$ cat src/rtl/fle_bank_config_ctrl_if.sv
// Configuration port bundle between the tile-level programming source and the
// fle bank-programming controller. With FLE_CFG_PARITY_EN defined the bundle
// also carries a per-chunk parity bit and a sticky error flag.
interface fle_bank_config_ctrl_if #(
  parameter int NUM_BITS = 66,
  parameter int CHUNK_W  = 6
);
  logic                start;
  logic [CHUNK_W-1:0]  cfg_data;
  logic                cfg_valid;
  logic                cfg_ready;
  logic [0:NUM_BITS-1] bl;
  logic [0:NUM_BITS-1] wl;
  logic                busy;
  logic                done;
  logic                fabric_reset;
`ifdef FLE_CFG_PARITY_EN
  logic                cfg_parity;
  logic                err;

  modport master (
    output start, cfg_data, cfg_valid, cfg_parity,
    input  cfg_ready, bl, wl, busy, done, fabric_reset, err
  );
  modport slave (
    input  start, cfg_data, cfg_valid, cfg_parity,
    output cfg_ready, bl, wl, busy, done, fabric_reset, err
  );
`else
  modport master (
    output start, cfg_data, cfg_valid,
    input  cfg_ready, bl, wl, busy, done, fabric_reset
  );
  modport slave (
    input  start, cfg_data, cfg_valid,
    output cfg_ready, bl, wl, busy, done, fabric_reset
  );
`endif
endinterface

$ cat src/rtl/fle_bank_config_ctrl.sv
// Memory-bank programming sequencer for one fle configuration SRAM.
// Streams CHUNK_W-bit chunks in, drives them on bl, strobes the matching wl
// group for WL_PULSE cycles, and keeps fabric_reset high until every cell is
// written. Optional per-chunk even-parity check: define FLE_CFG_PARITY_EN.
//
// state | meaning
// ------+-------------------------------------------------------------
// IDLE  | nothing in progress, waiting for start
// LOAD  | cfg_ready high, waiting for the next chunk
// SETUP | chunk on bl, wl low (bl setup before the strobe)
// WRITE | wl high on the current chunk's cells for WL_PULSE cycles
// HOLD  | wl low, bl still held (bl hold after the strobe falls)
// DONE  | all cells written, fabric released, waiting for a new start
module fle_bank_config_ctrl #(
  parameter int NUM_BITS = 66,
  parameter int CHUNK_W  = 6,
  parameter int WL_PULSE = 2
) (
  input logic                  clk,
  input logic                  reset,
  fle_bank_config_ctrl_if.slave bus
);

  localparam int NUM_CHUNKS = (NUM_BITS + CHUNK_W - 1) / CHUNK_W;
  localparam int CNT_W      = (NUM_CHUNKS > 1) ? $clog2(NUM_CHUNKS) : 1;
  localparam int PLS_W      = (WL_PULSE > 1) ? $clog2(WL_PULSE) : 1;
  localparam logic [CNT_W-1:0] LAST_CHUNK = CNT_W'(NUM_CHUNKS - 1);
  localparam logic [PLS_W-1:0] LAST_PULSE = PLS_W'(WL_PULSE - 1);

  typedef enum logic [2:0] {IDLE, LOAD, SETUP, WRITE, HOLD, DONE} state_t;

  state_t              state;
  logic [CNT_W-1:0]    chunk_cnt;
  logic [PLS_W-1:0]    pulse_cnt;
  logic [0:NUM_BITS-1] bl_q;
  logic [0:NUM_BITS-1] wl_q;
  logic                cfg_ready_q;
  logic                busy_q;
  logic                done_q;
  logic                fabric_reset_q;
  logic [0:NUM_BITS-1] grp_sel;
  logic [0:NUM_BITS-1] bl_chunk;

  // Cells owned by the current chunk, and the incoming chunk mapped onto them.
  always_comb begin
    grp_sel  = '0;
    bl_chunk = '0;
    for (int i = 0; i < NUM_BITS; i++) begin
      if (i / CHUNK_W == int'(chunk_cnt)) begin
        grp_sel[i]  = 1'b1;
        bl_chunk[i] = bus.cfg_data[i % CHUNK_W];
      end
    end
  end

`ifdef FLE_CFG_PARITY_EN
  logic [CHUNK_W-1:0] in_range;
  logic               par_bad;
  logic               err_q;

  // Only bits that land on real cells take part in the parity of the last chunk.
  always_comb begin
    in_range = '0;
    for (int j = 0; j < CHUNK_W; j++) begin
      in_range[j] = (int'(chunk_cnt) * CHUNK_W + j) < NUM_BITS;
    end
  end

  assign par_bad = (^(bus.cfg_data & in_range)) != bus.cfg_parity;
  assign bus.err = err_q;
`endif

  // Sequencer: every output is a register updated alongside the state.
  always_ff @(posedge clk) begin
    if (reset) begin
      state          <= IDLE;
      chunk_cnt      <= '0;
      pulse_cnt      <= '0;
      bl_q           <= '0;
      wl_q           <= '0;
      cfg_ready_q    <= 1'b0;
      busy_q         <= 1'b0;
      done_q         <= 1'b0;
      fabric_reset_q <= 1'b1;
`ifdef FLE_CFG_PARITY_EN
      err_q          <= 1'b0;
`endif
    end else begin
      case (state)
        IDLE, DONE: begin
          if (bus.start) begin
            state          <= LOAD;
            chunk_cnt      <= '0;
            cfg_ready_q    <= 1'b1;
            busy_q         <= 1'b1;
            done_q         <= 1'b0;
            fabric_reset_q <= 1'b1;
`ifdef FLE_CFG_PARITY_EN
            err_q          <= 1'b0;
`endif
          end
        end
        LOAD: begin
          if (bus.cfg_valid && cfg_ready_q) begin
            cfg_ready_q <= 1'b0;
`ifdef FLE_CFG_PARITY_EN
            if (par_bad) begin
              // Abandon the whole program; the fabric stays in reset.
              state  <= IDLE;
              busy_q <= 1'b0;
              err_q  <= 1'b1;
            end else begin
              state <= SETUP;
              bl_q  <= bl_chunk;
            end
`else
            state <= SETUP;
            bl_q  <= bl_chunk;
`endif
          end
        end
        SETUP: begin
          state     <= WRITE;
          wl_q      <= grp_sel;
          pulse_cnt <= '0;
        end
        WRITE: begin
          if (pulse_cnt == LAST_PULSE) begin
            state <= HOLD;
            wl_q  <= '0;
          end else begin
            pulse_cnt <= pulse_cnt + 1'b1;
          end
        end
        HOLD: begin
          bl_q <= '0;
          if (chunk_cnt == LAST_CHUNK) begin
            state          <= DONE;
            busy_q         <= 1'b0;
            done_q         <= 1'b1;
            fabric_reset_q <= 1'b0;
          end else begin
            state       <= LOAD;
            chunk_cnt   <= chunk_cnt + 1'b1;
            cfg_ready_q <= 1'b1;
          end
        end
        default: state <= IDLE;
      endcase
    end
  end

  assign bus.bl           = bl_q;
  assign bus.wl           = wl_q;
  assign bus.cfg_ready    = cfg_ready_q;
  assign bus.busy         = busy_q;
  assign bus.done         = done_q;
  assign bus.fabric_reset = fabric_reset_q;

endmodule

$ cat src/flat_wrapper.sv
// flat-port wrapper written by rule: the top's interface ports become plain ports
module fle_bank_config_ctrl_flat 
#(
  parameter int NUM_BITS = 66,
  parameter int CHUNK_W  = 6,
  parameter int WL_PULSE = 2
)
  (clk, reset, bus_start, bus_cfg_data, bus_cfg_valid, bus_cfg_ready, bus_bl, bus_wl, bus_busy, bus_done, bus_fabric_reset);
  fle_bank_config_ctrl_if #(.NUM_BITS(NUM_BITS), .CHUNK_W(CHUNK_W)) bus_i ();
  input logic clk;
  input logic reset;
  input wire logic [$bits(bus_i.start)-1:0] bus_start;
  input wire logic [$bits(bus_i.cfg_data)-1:0] bus_cfg_data;
  input wire logic [$bits(bus_i.cfg_valid)-1:0] bus_cfg_valid;
  output wire logic [$bits(bus_i.cfg_ready)-1:0] bus_cfg_ready;
  output wire logic [$bits(bus_i.bl)-1:0] bus_bl;
  output wire logic [$bits(bus_i.wl)-1:0] bus_wl;
  output wire logic [$bits(bus_i.busy)-1:0] bus_busy;
  output wire logic [$bits(bus_i.done)-1:0] bus_done;
  output wire logic [$bits(bus_i.fabric_reset)-1:0] bus_fabric_reset;
  assign bus_i.start = bus_start;
  assign bus_i.cfg_data = bus_cfg_data;
  assign bus_i.cfg_valid = bus_cfg_valid;
  assign bus_cfg_ready = bus_i.cfg_ready;
  assign bus_bl = bus_i.bl;
  assign bus_wl = bus_i.wl;
  assign bus_busy = bus_i.busy;
  assign bus_done = bus_i.done;
  assign bus_fabric_reset = bus_i.fabric_reset;
  fle_bank_config_ctrl #(.NUM_BITS(NUM_BITS), .CHUNK_W(CHUNK_W), .WL_PULSE(WL_PULSE)) u_core (.clk(clk), .reset(reset), .bus(bus_i));
endmodule
$ cat config.mk
export PLATFORM = sky130hd
export DESIGN_NAME = fle_bank_config_ctrl_flat
export DESIGN_NICKNAME = d
export VERILOG_FILES = /design/src/rtl/fle_bank_config_ctrl_if.sv /design/src/rtl/fle_bank_config_ctrl.sv /design/src/flat_wrapper.sv
export SDC_FILE = /design/constraint.sdc
export NUM_CORES = 1
export LEC_CHECK = 0
export CELL_PAD_IN_SITES_DETAIL_PLACEMENT = 1
export CELL_PAD_IN_SITES_GLOBAL_PLACEMENT = 1
export CORE_ASPECT_RATIO = 1.25
export CORE_MARGIN = 4
export CORE_UTILIZATION = 29
export DETAILED_ROUTE_END_ITERATION = 12
export PLACE_DENSITY_LB_ADDON = 0.1
export SLEW_MARGIN = 40
export SYNTH_ARGS = -nofsm -noshare
export SYNTH_HDL_FRONTEND = slang
export SYNTH_SLANG_ARGS = --single-unit
$ cat constraint.sdc
create_clock -name clk -period 1.3 [get_ports clk]
set_input_delay 0.26 -clock clk [delete_from_list [all_inputs] [get_ports clk]]
set_output_delay 0.26 -clock clk [all_outputs]
set_load 0.05 [all_outputs]
==> metrics, run 1 <==
P_sw=2.58 mW; PnR worst setup slack=-245 ps; Sequential Power Share=35.9%; sequential standard cell area=0.00181 mm2; CP endpoint kind=flop; Logic pwr share=32.1%; full die area=0.0145 mm2; synth unique cells=42; post-synthesis net count=384; CORE AREA=0.0123 mm2; most used cell along the critical path=buf_6; power share of the clock group=32.0%; Hold WS=479 ps; fin crit share=119%; Worst Path Required=1530 ps; gate count after technology mapping=370; drt wl/cell=20.1 um; fmax=647 MHz; sequential share of the synthesized area=48.7%; Initial Util=29.8%; DRC violations left=0; H-tree levels=3; Worst Hold Class=primary input to flop; Max-Cap Viols=0; unrepaired setup endpoints after global routing=yes; Primary FF master, synth=dfxtp_1; CTS Buf Count=9; number of synthesized register bits=89; Leak=3.10 nW; Period minus WS final=1540 ps; slowest stage cell, crit path=dfxtp_4; CTS tree=yes; crit-path max cell delay=400 ps; share of layout cells above drive strength 1=60.5%; Fin Clk Skew=6.03 ps; min-delay src=reset; gp weighted congestion=0.820; Synth async-reset ratio=0%; global route overflow=0; gr busiest metal=met2; initial antenna violation count=0; crit path max fanout=6; Detailed Place HPWL=9.68 mm; die width=108 um; number of global-route vias before repair=3669; Hold Buf Count CTS=0; Tot GR Track Use=17.9%; Vias=3512; Iteration-0 DRC Markers=110; Post-DP Area=0.00680 mm2; iteration count of the initial detailed-routing pass=4; routing usage on met1=19.7%; YS warnings=0; Max rail drop VDD=684 uV; footprint of the multi-input gates=0.00172 mm2; antenna cells=0; post-route ant nets=0; nets@finish=563; Via density=4.91; pin count of the biggest net entering global routing=27; Placed Cells=679; Clock Pin Slew Worst Setup and Hold Paths=70 ps; area delta synth->final=115%; met2 Use GR=32.6%; Pint=5.63 mW; later-pin clock latency in the skew report=340 ps; Power per Cell Area=1050 mW/mm2; Setup TNS Final=-15620 ps; origin of the critical flop-to-flop path=u_core.state[0]; GR Util met3=4.31%; I/O Buffers=145; CTS root buf=clkbuf_16; clock sink count=89; Netlist Area Pre-Place=0.00366 mm2; Layout fillers=1189; fin. max-slew vios=0; Ports=146; Worst-Margin Slew=444 ps; EDFF count, synth=0; Die H=134 um; Final Hold Vio Count=0; final setup vio count=86; CP Launch Type=flop; final cell count without fillers=716; Tot Pwr=8.21 mW; Total Routed Length=14.4 mm; crit path kind=flop to flop; worst-path cell chain=buf_6, nand4b_4, nand3b_1, buf_6, o21ai_4, buf_6, a22o_1; syn_area_per_cell=9.88 um2; clock buffer depth=2; status=complete, but fails checks; Net Sw Frac=31.4%; CP arrival=1770 ps; crit path from=u_core.state[0]; global-route wire length before repair=20.3 mm; worst relative slew slack=70.3%; post-route cell area=0.00785 mm2; failing checks=negative setup slack; Row Count=45
-- worst paths after layout --
| kind | cells past startpoint | endpoint | slack [ps] |
|---|---|---|---|
| hold reg to reg | 2 | u_core.bus.fabric_reset | 490 |
| setup / recovery | 7 | u_core.bus.bl[54] | -240 |
| hold / removal | 3 | u_core.chunk_cnt[1] | 480 |
| setup reg to reg | 7 | u_core.bus.bl[54] | -240 |
-- synth_stat cells (4+ instances only) --
cell        n  area (um2)
and2_0      5        31.3
o2bb2ai_1  21         184
nor2b_1     4        25.0
a22oi_1    11        82.6
nand3_1     6        30.0
nor3_1      4        20.0
clkbuf_1    6        22.5
a22o_1     44         385
buf_2      15        75.1
ha_1        4        50.1
nand2b_1    6        37.5
dfxtp_1    89        1780
buf_4      55         413
nand2_1    18        67.6
a21oi_1     8        40.0
o21ai_0     8        40.0
nor2_1     31         116
inv_1       5        18.8
-- metrics by stage --
stage	utilization [%]	setup WS, ps
after floorplan	-	-113
after global placement	55.4	-481
after detailed placement	55.4	-549
after CTS	60.2	-193
after global routing	63.9	-300
final	63.9	-245
-- registers in the layout, indices dropped and copies added, names as in the netlist --
register                 cells
u_core.bus.bl               66
u_core.bus.busy              1
u_core.bus.cfg_ready         1
u_core.bus.done              1
u_core.bus.fabric_reset      1
u_core.bus.wl               11
u_core.chunk_cnt             4
u_core.pulse_cnt             1
u_core.state                 3
-- kinds of logic (layout without fill, tap and decap cells) --
group           after synthesis  after routing  synth area share [%]
flops                        89             89                  48.7
compound gates              103            104                  22.2
buf+inv                      83            264                  14.9
xor+xnor                      1              1                 0.240
simple gates                 89             89                  12.3
fa+ha+maj                     4              4                  1.37
mux                           1              1                 0.274
-- cell type report --
cell class	instances	share of cell area, %
Clock inverter	4	0.702
Clock buffer	10	3.05
Inverter	5	0.287
Multi-Input combinational cell	199	22.0
Sequential cell	89	23.1
Timing Repair Buffer	245	48.3
Tap cell	164	2.62
-- repair_timing --
| action | in CTS | in global routing |
|---|---|---|
| setup endpoints to repair | 154 | 120 |
| resized for setup | 65 | 66 |
| cloned | 0 | 8 |
| buffers inserted | 6 | 9 |
| pin swaps | 10 | 35 |
-- worst max-delay path, delay by kind of cell (launching register included) --
family                 cells  cell delay (ps)
AO/OA/AOI/OAI              2              310
buffers and inverters      3              420
flip-flops                 1              400
AND/OR/NAND/NOR            2              300
-- layout by cell type (no fill, tap or decap), types with 13 or more instances in the layout --
master / Yosys / final
nor2_1: 31 / 23
clkbuf_16: 0 / 13
dfxtp_1: 89 / 72
buf_6: 1 / 24
o2bb2ai_2: 0 / 19
dfxtp_2: 0 / 13
a22o_1: 44 / 44
buf_12: 0 / 139
buf_4: 55 / 66
nand2_1: 18 / 18
-- per-layer routing --
| metal | vias up | wire length [um] |
|---|---|---|
| met5 | - | 0 |
| met4 | 0 | 465 |
| met3 | 32 | 842 |
| met2 | 137 | 7920 |
| met1 | 1720 | 5150 |
| li1 | 1623 | - |
-- power groups by stage --
| stage | clock network, mW | logic (mW) | registers, mW |
|---|---|---|---|
| floorplan | 0 | 0.943 | 3.12 |
| global placement | 0 | 1.88 | 2.98 |
| detailed placement | 0 | 1.92 | 2.98 |
| CTS | 2.65 | 2.10 | 2.94 |
| global route | 2.78 | 2.77 | 2.96 |
| finish | 2.63 | 2.64 | 2.95 |
Note: power is estimated with default switching activity, not from simulation.
==> inputs of run 2 (changes only) <==
--- a/config.mk
+++ b/config.mk
@@ -5,11 +5,13 @@
 export SDC_FILE = /design/constraint.sdc
 export NUM_CORES = 1
 export LEC_CHECK = 0
+export ABC_AREA = 1
 export CELL_PAD_IN_SITES_DETAIL_PLACEMENT = 1
 export CELL_PAD_IN_SITES_GLOBAL_PLACEMENT = 1
 export CORE_ASPECT_RATIO = 1.25
 export CORE_MARGIN = 4
 export CORE_UTILIZATION = 29
+export CTS_CLUSTER_SIZE = 25
 export DETAILED_ROUTE_END_ITERATION = 12
 export PLACE_DENSITY_LB_ADDON = 0.1
 export SLEW_MARGIN = 40
==> run 2 against run 1 <==
Compared with the run above: the flow still finishes with violations (negative setup slack); sequential share of layout area decreased by 2.4 points; critical path depth increased by 1; die area increased by 13%; clock power increased by 4%; synthesized cell count increased by 48%; largest cell class unchanged; global-route usage increased by 2.1 points; first-iteration DRC count increased by 100%.
==> metrics, run 2 <==
Vias=4629 (was 3512); Detailed Place HPWL=10.6 mm (was 9.68 mm); CTS root buf=clkbuf_16 (unchanged); Initial Util=29.9% (was 29.8%); post-synthesis net count=561 (was 384); iteration count of the initial detailed-routing pass=4 (unchanged); drt wl/cell=21.5 um (was 20.1 um); status=complete, but fails checks (unchanged); Post-DP Area=0.00714 mm2 (was 0.00680 mm2); Tot GR Track Use=20.0% (was 17.9%); clock buffer depth=2 (unchanged); Clock Pin Slew Worst Setup and Hold Paths=70 ps (about the same); unrepaired setup endpoints after global routing=yes (unchanged); syn_area_per_cell=7.61 um2 (was 9.88 um2); share of layout cells above drive strength 1=53.4% (was 60.5%); CORE AREA=0.0139 mm2 (was 0.0123 mm2); DRC violations left=0 (unchanged); Iteration-0 DRC Markers=222 (was 110); YS warnings=0 (unchanged); global route overflow=0 (unchanged); Die H=142 um (was 134 um); Row Count=48 (was 45); antenna cells=0 (unchanged); hold depth=2 (was 3); crit path kind=flop to flop (unchanged); CP endpoint kind=flop (unchanged); area delta synth->final=109% (was 115%); crit path max fanout=8 (was 6); Setup TNS Final=-5750 ps (was -15620 ps); Power per Cell Area=1250 mW/mm2 (was 1050 mW/mm2); synth unique cells=23 (was 42); Leak=3.20 nW (was 3.10 nW); full die area=0.0163 mm2 (was 0.0145 mm2); commonest non-fill, non-tap cell in the layout=buf_12 (unchanged); Ports=146 (unchanged); Worst Path Required=1570 ps (was 1530 ps); later-pin clock latency in the skew report=350 ps (was 340 ps); Max rail drop VDD=1170 uV (was 684 uV); top cell type by total area after synthesis=dfxtp_1 (unchanged); crit path from=u_core.state[2] (was u_core.state[0]); dpl ws=-321 ps (was -549 ps); Synth async-reset ratio=0% (unchanged); Hold WS=239 ps (was 479 ps); top post-synthesis cells by area=dfxtp_1 (43%), nand3_1 (17%), a21oi_1 (10%), buf_4 (10%), nand2_1 (5.1%) (was dfxtp_1 (49%), buf_4 (11%), a22o_1 (11%), o2bb2ai_1 (5.0%), nor2_1 (3.2%)); Synth top cells by count=nand3_1 (144), dfxtp_1 (89), a21oi_1 (86), buf_4 (57), nand2_1 (57) (was dfxtp_1 (89), buf_4 (55), a22o_1 (44), nor2_1 (31), o2bb2ai_1 (21)); max reg flops=66 (unchanged); min-delay src=reset (unchanged); CP arrival=1730 ps (was 1770 ps); gate count after technology mapping=547 (was 370); Yosys top cell area share=42.8% (was 48.7%); worst relative slew slack=77.4% (was 70.3%); nets@finish=723 (was 563); CP Launch Type=flop (unchanged); Post-Route Utilization=62.5% (was 63.9%); origin of the critical flop-to-flop path=u_core.state[2] (was u_core.state[0]); WHS Endpoint=u_core.bus.bl[20] (was u_core.chunk_cnt[1]); number of global-route vias before repair=4631 (was 3669); Total Routed Length=19.1 mm (was 14.4 mm); initial antenna violation count=0 (unchanged); Hold Buf Count CTS=0 (unchanged); fin. max-slew vios=0 (unchanged); Via density=5.21 (was 4.91); Netlist Area Pre-Place=0.00416 mm2 (was 0.00366 mm2); number of synthesized register bits=89 (unchanged); Worst-Margin Slew=339 ps (was 444 ps); final setup vio count=80 (was 86); H-tree levels=3 (unchanged); Fin Clk Skew=10.7 ps (was 6.03 ps); global-route wire length before repair=25.6 mm (was 20.3 mm); I/O Buffers=145 (unchanged); fmax=684 MHz (was 647 MHz); fin crit share=112% (was 119%); failing checks=negative setup slack (unchanged); gp weighted congestion=0.800 (was 0.820); die width=115 um (was 108 um); R2R depth=8 (was 7); Placed Cells=840 (was 679); cell with the most instances after synthesis=nand3_1 (was dfxtp_1); clock sink count=89 (unchanged); Worst Hold Class=primary input to flop (unchanged); EDFF count, synth=0 (unchanged); Final Hold Vio Count=0 (unchanged); Primary FF master, synth=dfxtp_1 (unchanged); flop2flop setup slack=-160 ps (was -240 ps); CTS tree=yes (unchanged); R2R Path End=u_core.bus.bl[10] (was u_core.bus.bl[54]); Period minus WS final=1460 ps (was 1540 ps); sequential share of the synthesized area=42.8% (was 48.7%); pin count of the biggest net entering global routing=67 (was 27); most frequent cells in the layout=buf_12 (144), nand3_1 (106), dfxtp_1 (80) (was buf_12 (139), dfxtp_1 (72), buf_4 (66)); PnR worst setup slack=-161 ps (was -245 ps); CTS Buf Count=9 (unchanged); post-route cell area=0.00871 mm2 (was 0.00785 mm2); Max-Cap Viols=0 (unchanged); final cell count without fillers=889 (was 716); Tot Pwr=10.9 mW (was 8.21 mW); post-route ant nets=0 (unchanged)
-- run 2: cell types whose count changed in the layout (fill, tap and decap cells not counted), moves of 12 or more --
cell       previous run  this run
nand3_1               2       106
a21oi_1               7        53
a22o_1               44         0
nand2_1              18        52
a21oi_2               1        33
nand3_2               1        31
buf_4                66        45
o2bb2ai_2            19         0
nor2_4                2        15
inv_1                 3        15
-- run 2: area by class of cell --
class	count	area (um2)
Fill cell	1429	5220
Timing Repair Buffer	246	4080
Multi-Input combinational cell	335	2160
Sequential cell	89	1800
Clock buffer	11	243
Tap cell	175	219
Inverter	28	139
Clock inverter	5	62.6
-- run 2: worst max path at each step --
| stage | end | slack [ps] | depth (start not counted) |
|---|---|---|---|
| detailed placement | u_core.bus.bl[48] | -320 | 6 |
| global route | u_core.bus.bl[4] | -230 | 8 |
| global placement | u_core.bus.bl[48] | -270 | 6 |
| floorplan | u_core.chunk_cnt[0] | 10 | 7 |
| CTS | u_core.bus.bl[48] | -50 | 8 |
| finish | u_core.bus.bl[10] | -160 | 8 |
-- run 2: logic make-up after synthesis --
logic type / count (synthesis) / synth area share, %
compound gates: 89 / 10.9
simple gates: 242 / 27.1
fa+ha+maj: 4 / 1.20
buf+inv: 123 / 18.0
flops: 89 / 42.8
-- run 2: worst max-delay path, stage by stage (launching register included) --
cell      delay (ps)
dfxtp_4          390
clkinv_4          70
nand3_4           80
nor2_4           160
buf_12           140
buf_12           130
buf_16           120
nand3_2           80
a21oi_1          200
-- run 2: power by group --
part	total [mW]	internal, mW	switching, mW
registers	3.10	2.90	0.199
clock network	2.74	1.56	1.19
logic	5.08	2.19	2.89
total	10.9	6.64	4.28
-- run 2: metal layers --
| metal | up-vias | track usage, % | wire, um |
|---|---|---|---|
| met5 | - | 0 | 0 |
| met4 | 0 | 7.11 | 448 |
| met3 | 31 | 3.03 | 1120 |
| met2 | 184 | 35.5 | 10400 |
| met1 | 2295 | 24.2 | 7150 |
| li1 | 2119 | - | - |
-- run 2: timing repair --
action | CTS | global route
setup buffers | 14 | 4
pin swaps | 17 | 43
cloned | 9 | 9
gates resized for setup | 90 | 122
endpoints found under the setup margin | 139 | 113
==> inputs of run 3 (changes only) <==
--- a/config.mk
+++ b/config.mk
@@ -13,6 +13,7 @@
 export CORE_UTILIZATION = 29
 export CTS_CLUSTER_SIZE = 25
 export DETAILED_ROUTE_END_ITERATION = 12
+export HOLD_SLACK_MARGIN = 0.02
 export PLACE_DENSITY_LB_ADDON = 0.1
 export SLEW_MARGIN = 40
 export SYNTH_ARGS = -nofsm -noshare
==> results of run 3 <==
Final layout, timing and power as in run 2 (identical DEF).
